<file path="src/rtl/instr_sequencer_pkg.sv">
// Shared definitions for instr_sequencer: widths, opcode field, opcodes and FSM state encoding.
`ifndef WORD_ADDR_BITS
`define WORD_ADDR_BITS 10
`endif

package instr_sequencer_pkg;

  localparam int INSTR_W = 105;
  localparam int PC_W    = `WORD_ADDR_BITS;
  localparam int CNT_W   = 16;
  localparam int OP_MSB  = 104;
  localparam int OP_LSB  = 102;

  localparam logic [2:0] OP_NOP  = 3'd0;
  localparam logic [2:0] OP_HALT = 3'd7;

  typedef enum logic [2:0] {
    S_IDLE     = 3'd0,
    S_FETCH    = 3'd1,
    S_WAIT_MEM = 3'd2,
    S_ISSUE    = 3'd3,
    S_EXEC     = 3'd4,
    S_DONE     = 3'd5
  } state_e;

  function automatic logic [2:0] op_of(input logic [INSTR_W-1:0] word);
    return word[OP_MSB:OP_LSB];
  endfunction

endpackage

</file>
<file path="src/rtl/instr_sequencer_if.sv">
// Instruction-memory read port plus Decoder/execution handshake for instr_sequencer.
// master = sequencer side, slave = memory/execution side.
interface instr_sequencer_if #(
  parameter int INSTR_W = instr_sequencer_pkg::INSTR_W,
  parameter int PC_W    = instr_sequencer_pkg::PC_W
) ();

  logic               imem_req;
  logic [PC_W-1:0]    imem_addr;
  logic [INSTR_W-1:0] imem_rdata;
  logic               imem_rvalid;
  logic               instr_valid;
  logic [INSTR_W-1:0] instr;
  logic               exec_ready;
  logic               exec_done;

  modport master (
    output imem_req, imem_addr, instr_valid, instr,
    input  imem_rdata, imem_rvalid, exec_ready, exec_done
  );

  modport slave (
    input  imem_req, imem_addr, instr_valid, instr,
    output imem_rdata, imem_rvalid, exec_ready, exec_done
  );

endinterface

</file>
<file path="src/rtl/instr_sequencer.sv">
// Fetch/issue/complete sequencer for TPU instructions; stops on HALT and reports done.
// Optional INSTR_SEQ_SINGLE_STEP_EN adds step/step_mode gating of each issue.
module instr_sequencer #(
  parameter int INSTR_W = instr_sequencer_pkg::INSTR_W,
  parameter int PC_W    = instr_sequencer_pkg::PC_W,
  parameter int CNT_W   = instr_sequencer_pkg::CNT_W
) (
  input  logic               clk,
  input  logic               rst,
  input  logic               start,
  input  logic [PC_W-1:0]    base_pc,
  instr_sequencer_if.master  bus,
`ifdef INSTR_SEQ_SINGLE_STEP_EN
  input  logic               step,
  input  logic               step_mode,
`endif
  output logic               busy,
  output logic               done,
  output logic [PC_W-1:0]    pc,
  output logic [CNT_W-1:0]   retired
);
  import instr_sequencer_pkg::*;

  localparam logic [CNT_W-1:0] RET_MAX = {CNT_W{1'b1}};

  state_e             state_q, state_d;
  logic [PC_W-1:0]    pc_q, pc_d, addr_q, addr_d;
  logic               req_q, req_d, iv_q, iv_d, busy_q, busy_d, done_q, done_d;
  logic               have_q, have_d;
  logic [INSTR_W-1:0] instr_q, instr_d;
  logic [CNT_W-1:0]   ret_q, ret_d;
  logic [INSTR_W-1:0] word_s;
  logic [PC_W-1:0]    pc_inc_s;
  logic [CNT_W-1:0]   ret_inc_s;
  logic               step_ok_s;

  // Once a word has been captured while waiting for a step, later rvalids are ignored.
  assign word_s    = have_q ? instr_q : bus.imem_rdata;
  assign pc_inc_s  = pc_q + PC_W'(1);
  assign ret_inc_s = (ret_q == RET_MAX) ? ret_q : ret_q + CNT_W'(1);

`ifdef INSTR_SEQ_SINGLE_STEP_EN
  logic step_pend_q, step_pend_d;
  assign step_ok_s = ~step_mode | step | step_pend_q;
`else
  assign step_ok_s = 1'b1;
`endif

  // Next-state and registered-output computation.
  always_comb begin
    state_d = state_q;
    pc_d    = pc_q;
    addr_d  = addr_q;
    req_d   = 1'b0;
    iv_d    = iv_q;
    instr_d = instr_q;
    ret_d   = ret_q;
    done_d  = done_q;
    have_d  = have_q;
`ifdef INSTR_SEQ_SINGLE_STEP_EN
    step_pend_d = step_pend_q | (step & ((state_q == S_FETCH) | (state_q == S_WAIT_MEM)));
`endif
    case (state_q)
      S_IDLE, S_DONE: begin
        if (start) begin
          pc_d    = base_pc;
          addr_d  = base_pc;
          req_d   = 1'b1;
          ret_d   = '0;
          done_d  = 1'b0;
          state_d = S_FETCH;
`ifdef INSTR_SEQ_SINGLE_STEP_EN
          step_pend_d = 1'b0;
`endif
        end else begin
          state_d = state_q;
        end
      end
      S_FETCH: begin
        state_d = S_WAIT_MEM;
      end
      S_WAIT_MEM: begin
        if (have_q || bus.imem_rvalid) begin
          instr_d = word_s;
          have_d  = 1'b1;
          if (op_of(word_s) == OP_HALT) begin
            state_d = S_DONE;
            done_d  = 1'b1;
            have_d  = 1'b0;
          end else if (step_ok_s) begin
            state_d = S_ISSUE;
            iv_d    = 1'b1;
            have_d  = 1'b0;
`ifdef INSTR_SEQ_SINGLE_STEP_EN
            step_pend_d = 1'b0;
`endif
          end else begin
            state_d = S_WAIT_MEM;
          end
        end else begin
          state_d = S_WAIT_MEM;
        end
      end
      S_ISSUE: begin
        if (bus.exec_ready) begin
          iv_d = 1'b0;
          // Completion in the accept cycle skips EXEC entirely.
          if (bus.exec_done) begin
            ret_d   = ret_inc_s;
            pc_d    = pc_inc_s;
            addr_d  = pc_inc_s;
            req_d   = 1'b1;
            state_d = S_FETCH;
          end else begin
            state_d = S_EXEC;
          end
        end else begin
          state_d = S_ISSUE;
        end
      end
      S_EXEC: begin
        if (bus.exec_done) begin
          ret_d   = ret_inc_s;
          pc_d    = pc_inc_s;
          addr_d  = pc_inc_s;
          req_d   = 1'b1;
          state_d = S_FETCH;
        end else begin
          state_d = S_EXEC;
        end
      end
      default: begin
        state_d = S_IDLE;
        iv_d    = 1'b0;
        have_d  = 1'b0;
      end
    endcase
    busy_d = (state_d != S_IDLE) && (state_d != S_DONE);
  end

  // State and output registers.
  always_ff @(posedge clk or posedge rst) begin
    if (rst) begin
      state_q <= S_IDLE;
      pc_q    <= '0;
      addr_q  <= '0;
      req_q   <= 1'b0;
      iv_q    <= 1'b0;
      instr_q <= '0;
      ret_q   <= '0;
      busy_q  <= 1'b0;
      done_q  <= 1'b0;
      have_q  <= 1'b0;
`ifdef INSTR_SEQ_SINGLE_STEP_EN
      step_pend_q <= 1'b0;
`endif
    end else begin
      state_q <= state_d;
      pc_q    <= pc_d;
      addr_q  <= addr_d;
      req_q   <= req_d;
      iv_q    <= iv_d;
      instr_q <= instr_d;
      ret_q   <= ret_d;
      busy_q  <= busy_d;
      done_q  <= done_d;
      have_q  <= have_d;
`ifdef INSTR_SEQ_SINGLE_STEP_EN
      step_pend_q <= step_pend_d;
`endif
    end
  end

  assign bus.imem_req    = req_q;
  assign bus.imem_addr   = addr_q;
  assign bus.instr_valid = iv_q;
  assign bus.instr       = instr_q;
  assign busy            = busy_q;
  assign done            = done_q;
  assign pc              = pc_q;
  assign retired         = ret_q;

endmodule
</file>
<file path="src/flat_wrapper.sv">
// flat-port wrapper written by rule: the top's interface ports become plain ports
module instr_sequencer_flat import instr_sequencer_pkg::*;
#(
  parameter int INSTR_W = instr_sequencer_pkg::INSTR_W,
  parameter int PC_W    = instr_sequencer_pkg::PC_W,
  parameter int CNT_W   = instr_sequencer_pkg::CNT_W
)
  (clk, rst, start, base_pc, busy, done, pc, retired, bus_imem_req, bus_imem_addr, bus_instr_valid, bus_instr, bus_imem_rdata, bus_imem_rvalid, bus_exec_ready, bus_exec_done);
  instr_sequencer_if #(.INSTR_W(INSTR_W), .PC_W(PC_W)) bus_i ();
  input  logic clk;
  input  logic rst;
  input  logic start;
  input  logic [PC_W-1:0] base_pc;
  output logic busy;
  output logic done;
  output logic [PC_W-1:0] pc;
  output logic [CNT_W-1:0] retired;
  output wire logic [$bits(bus_i.imem_req)-1:0] bus_imem_req;
  output wire logic [$bits(bus_i.imem_addr)-1:0] bus_imem_addr;
  output wire logic [$bits(bus_i.instr_valid)-1:0] bus_instr_valid;
  output wire logic [$bits(bus_i.instr)-1:0] bus_instr;
  input wire logic [$bits(bus_i.imem_rdata)-1:0] bus_imem_rdata;
  input wire logic [$bits(bus_i.imem_rvalid)-1:0] bus_imem_rvalid;
  input wire logic [$bits(bus_i.exec_ready)-1:0] bus_exec_ready;
  input wire logic [$bits(bus_i.exec_done)-1:0] bus_exec_done;
  assign bus_imem_req = bus_i.imem_req;
  assign bus_imem_addr = bus_i.imem_addr;
  assign bus_instr_valid = bus_i.instr_valid;
  assign bus_instr = bus_i.instr;
  assign bus_i.imem_rdata = bus_imem_rdata;
  assign bus_i.imem_rvalid = bus_imem_rvalid;
  assign bus_i.exec_ready = bus_exec_ready;
  assign bus_i.exec_done = bus_exec_done;
  instr_sequencer #(.INSTR_W(INSTR_W), .PC_W(PC_W), .CNT_W(CNT_W)) u_core (.clk(clk), .rst(rst), .start(start), .base_pc(base_pc), .bus(bus_i), .busy(busy), .done(done), .pc(pc), .retired(retired));
endmodule
</file>
<file path="config.mk">
export PLATFORM = sky130hd
export DESIGN_NAME = instr_sequencer_flat
export DESIGN_NICKNAME = d
export VERILOG_FILES = /design/src/rtl/instr_sequencer_pkg.sv /design/src/rtl/instr_sequencer_if.sv /design/src/rtl/instr_sequencer.sv /design/src/flat_wrapper.sv
export SDC_FILE = /design/constraint.sdc
export NUM_CORES = 1
export LEC_CHECK = 0
export CAP_MARGIN = 10
export CORE_ASPECT_RATIO = 1.25
export CORE_MARGIN = 2
export CORE_UTILIZATION = 30
export DETAILED_ROUTE_END_ITERATION = 7
export SLEW_MARGIN = 20
export SYNTH_ARGS = -nofsm -noshare
export SYNTH_HDL_FRONTEND = slang
export SYNTH_SLANG_ARGS = --single-unit
</file>
<file path="constraint.sdc">
create_clock -name clk -period 6.3 [get_ports clk]
set_input_delay 0.945 -clock clk [delete_from_list [all_inputs] [get_ports clk]]
set_output_delay 0.945 -clock clk [all_outputs]
set_load 0.02 [all_outputs]
</file>
==> impl_metrics.sql <==
INSERT INTO impl_metrics (metric_group, metric, value, unit) VALUES
('critical_path', 'timing.critical_path.slowest_cell_delay', '0.60', 'ns'),
('drt', 'total_vias_in_the_final_route', '4557', ''),
('critical_path', 'critical_path.startpoint_type', 'primary input', ''),
('sta', 'rsz0062_at_grt', 'no', ''),
('global_routing', 'grt_first_pass_wirelength', '25.3', 'mm'),
('sta', 'report.final.hold_viol_count', '0', ''),
('critical_path', 'setup_cp_type', 'in -> reg', ''),
('sta', 'fmax', '369', 'MHz'),
('global_routing', 'global_route.usage.total', '0.157', ''),
('yosys', 'synth_enable_flop_cells', '0', ''),
('floorplanning', 'design.die.area', '0.0207', 'sq mm'),
('critical_path', 'worst-path-max-fanout', '33', ''),
('sta', 'fin_worst_skew', '0.0105', 'ns'),
('status', 'run_status', 'complete, no violations', ''),
('global_routing', 'grt_pass1_vias', '4618', ''),
('power', 'total_leakage_power', '0.00376', 'uW'),
('floorplanning', 'design.core.area', '0.0193', 'sq mm'),
('hold_path', 'timing.hold.worst_endpoint', 'u_core.bus.instr[69]', ''),
('critical_path', 'timing.critical_path.max_delay_family', 'compound AO/OA/AOI/OAI gates', ''),
('global_routing', 'grt-ovfl-total', '0', ''),
('yosys', 'synth_largest_type_area_fraction', '0.587', ''),
('yosys', 'synth_area_per_cell', '13.3', 'sq um'),
('sta', 'fin_crit_sh', '0.430', ''),
('sta', 'totalNegativeSetupSlack', '0', 'ns'),
('yosys', 'synth_top_cell_by_area', 'sky130_fd_sc_hd__dfrtp_1', ''),
('critical_path', 'critical_path_buf_inv_count', '1', ''),
('sta', 'worst-slew-pin-transition', '0.803', 'ns'),
('yosys', 'yosys-top-cells-area', 'sky130_fd_sc_hd__dfrtp_1 59%, sky130_fd_sc_hd__mux2_2 20%, sky130_fd_sc_hd__o31ai_1 2.7%', ''),
('power', 'max-vdd-ir-drop', '0.254', 'mV'),
('hold_path', 'hold_path_startpoint', 'u_core.bus.instr[69]', ''),
('yosys', 'yosysWarnings', '0', ''),
('yosys', 'synthDistinctLibCells', '49', ''),
('drt', 'route.detailed.vias_per_inst', '4.67', ''),
('drt', 'route.antenna.remaining_nets', '0', ''),
('placement', 'place.port_buffers', '265', ''),
('critical_path', 'end_kind', 'register', ''),
('finish', 'fill_cells', '1745', ''),
('yosys', 'asr_flop_ratio_synth', '1.00', ''),
('yosys', 'synthesis.area', '0.00588', 'sq mm'),
('finish', 'most_common_library_cell_in_the_layout_ignoring_fill_and_taps', 'sky130_fd_sc_hd__clkdlybuf4s50_1', ''),
('critical_path', 'reg2reg_depth', '7', ''),
('critical_path', 'rrSetupSlack', '3.88', 'ns'),
('sta', 'final_period_minus_worst_setup_slack', '2.71', 'ns'),
('clock_network', 'cts_max_level', '4', ''),
('drt', 'drc', '0', ''),
('hold_path', 'min-delay-path-class', 'reg -> reg', ''),
('placement', 'globalplace.congestion', '0.770', ''),
('finish', 'area_growth', '59.7', '%'),
('sta', 'final-max-slew-violation-count', '0', ''),
('clock_network', 'cts.repair_timing.setup_buffer_count', '0', ''),
('clock_network', 'cts-root-to-sink-buffers', '2', ''),
('floorplanning', 'starting_density_of_the_core', '0.304', ''),
('clock_network', 'numClockSinks', '138', ''),
('floorplanning', 'die_w', '129', 'um'),
('drt', 'post_drt_wl_per_cell', '16.8', 'um'),
('finish', 'num-nets-final', '821', ''),
('drt', 'first_pass_drt_iterations', '4', ''),
('yosys', 'syn_inst', '443', ''),
('power', 'cellPowerDensity', '534', 'mW/mm^2'),
('clock_network', 'clock_insertion_delay_worst_skew', '0.41', 'ns'),
('clock_network', 'cts.reportedPaths.clkPinSlew', '0.06', 'ns'),
('sta', 'finalSetupViolCount', '0', ''),
('floorplanning', 'fp-row-count', '57', ''),
('finish', 'num_antenna_cells', '0', ''),
('run', 'maxCapViolCount', '0', ''),
('yosys', 'syn_nets', '566', ''),
('critical_path', 'cp.arrival', '3.01', 'ns'),
('critical_path', 'crit_path_cell_trace', 'clkdlybuf4s50_1 > mux2_4 > a22oi_2 > o21a_4 > or3_1 > o31ai_1', ''),
('power', 'design_power_total', '5010', 'uW'),
('finish', 'layout_common_cells', '265 x sky130_fd_sc_hd__clkdlybuf4s50_1, 138 x sky130_fd_sc_hd__dfrtp_1, 105 x sky130_fd_sc_hd__mux2_2', ''),
('yosys', 'synth_sequential_area_ratio', '0.587', '');
-- final cells by class --
type                       instances  area (sq um)  area share
clock buffer                      17           425      0.0453
tap                              265           332      0.0353
multi-input combinational        267          2200       0.235
inverter                           4          20.0     0.00213
sequential                       138          3450       0.368
clock inverter                    14           244      0.0260
timing repair buffer             270          2710       0.289
-- per-stage QoR --
step	hold slack, ns	setup slack [ns]	util	std cells	cell area [sq um]
2_1_floorplan	0.558	1.66	-	443	5880
5_1_grt	0.516	3.52	0.486	975	9390
3_5_place_dp	0.495	2.72	0.450	943	8690
6_report	0.505	3.59	0.486	975	9390
4_1_cts	0.509	3.15	0.484	974	9360
3_3_place_gp	0.488	2.81	0.450	943	8690
-- flip-flops by register name (all words and copies together), names as in the netlist --
register	cells
u_core.retired	16
u_core.bus.instr	105
u_core.bus.imem_req	1
u_core.state_q	3
u_core.busy	1
u_core.done	1
u_core.pc	10
u_core.bus.instr_valid	1
-- power by group --
| group | internal (uW) | total [uW] | switching (uW) |
|---|---|---|---|
| logic | 1220 | 2330 | 1110 |
| registers | 1290 | 1550 | 257 |
| clock network | 744 | 1130 | 386 |
-- per-layer routing --
layer / wire length [um] / track usage / vias up
met4: 376 / 0.0563 / 0
met1: 6390 / 0.184 / 2229
li1: - / - / 2126
met5: 0 / 0 / -
met2: 8490 / 0.270 / 182
met3: 1140 / 0.0480 / 20
-- synthesized netlist by cell type, types with 3 or more instances --
cell type,instances
sky130_fd_sc_hd__dfrtp_1,138
sky130_fd_sc_hd__or4_1,4
sky130_fd_sc_hd__clkbuf_1,3
sky130_fd_sc_hd__nand3_1,10
sky130_fd_sc_hd__mux2_2,105
sky130_fd_sc_hd__nor2_1,18
sky130_fd_sc_hd__nand2_1,13
sky130_fd_sc_hd__or3_1,3
sky130_fd_sc_hd__buf_6,3
sky130_fd_sc_hd__inv_1,4
sky130_fd_sc_hd__buf_4,11
sky130_fd_sc_hd__nand4_1,6
sky130_fd_sc_hd__a21oi_1,22
sky130_fd_sc_hd__o21ai_0,18
sky130_fd_sc_hd__o31ai_1,21
sky130_fd_sc_hd__nand2b_1,3
sky130_fd_sc_hd__buf_2,17
sky130_fd_sc_hd__a31oi_1,3
sky130_fd_sc_hd__and3_1,5
-- worst max path at each step --
stage	from	end	slack, ns	depth (start not counted)
2_1_floorplan	rst	u_core.bus.imem_req	1.66	1
3_3_place_gp	bus_imem_rvalid	u_core.bus.instr[66]	2.81	4
3_5_place_dp	bus_imem_rvalid	u_core.bus.instr[66]	2.72	4
4_1_cts	bus_imem_rvalid	u_core.bus.instr[66]	3.15	4
5_1_grt	bus_exec_done	u_core.retired[15]	3.52	6
6_report	bus_exec_done	u_core.retired[15]	3.59	6
-- cells by family after synthesis --
logic type,after synthesis,share of synthesized area
DFF,138,0.587
muxes,107,0.205
AOI/OAI and AO/OA,80,0.0896
and+or+nand+nor,78,0.0745
buffers and inverters,38,0.0387
adders and majority gates,2,0.00426
Power figures use the tool's default switching activity.
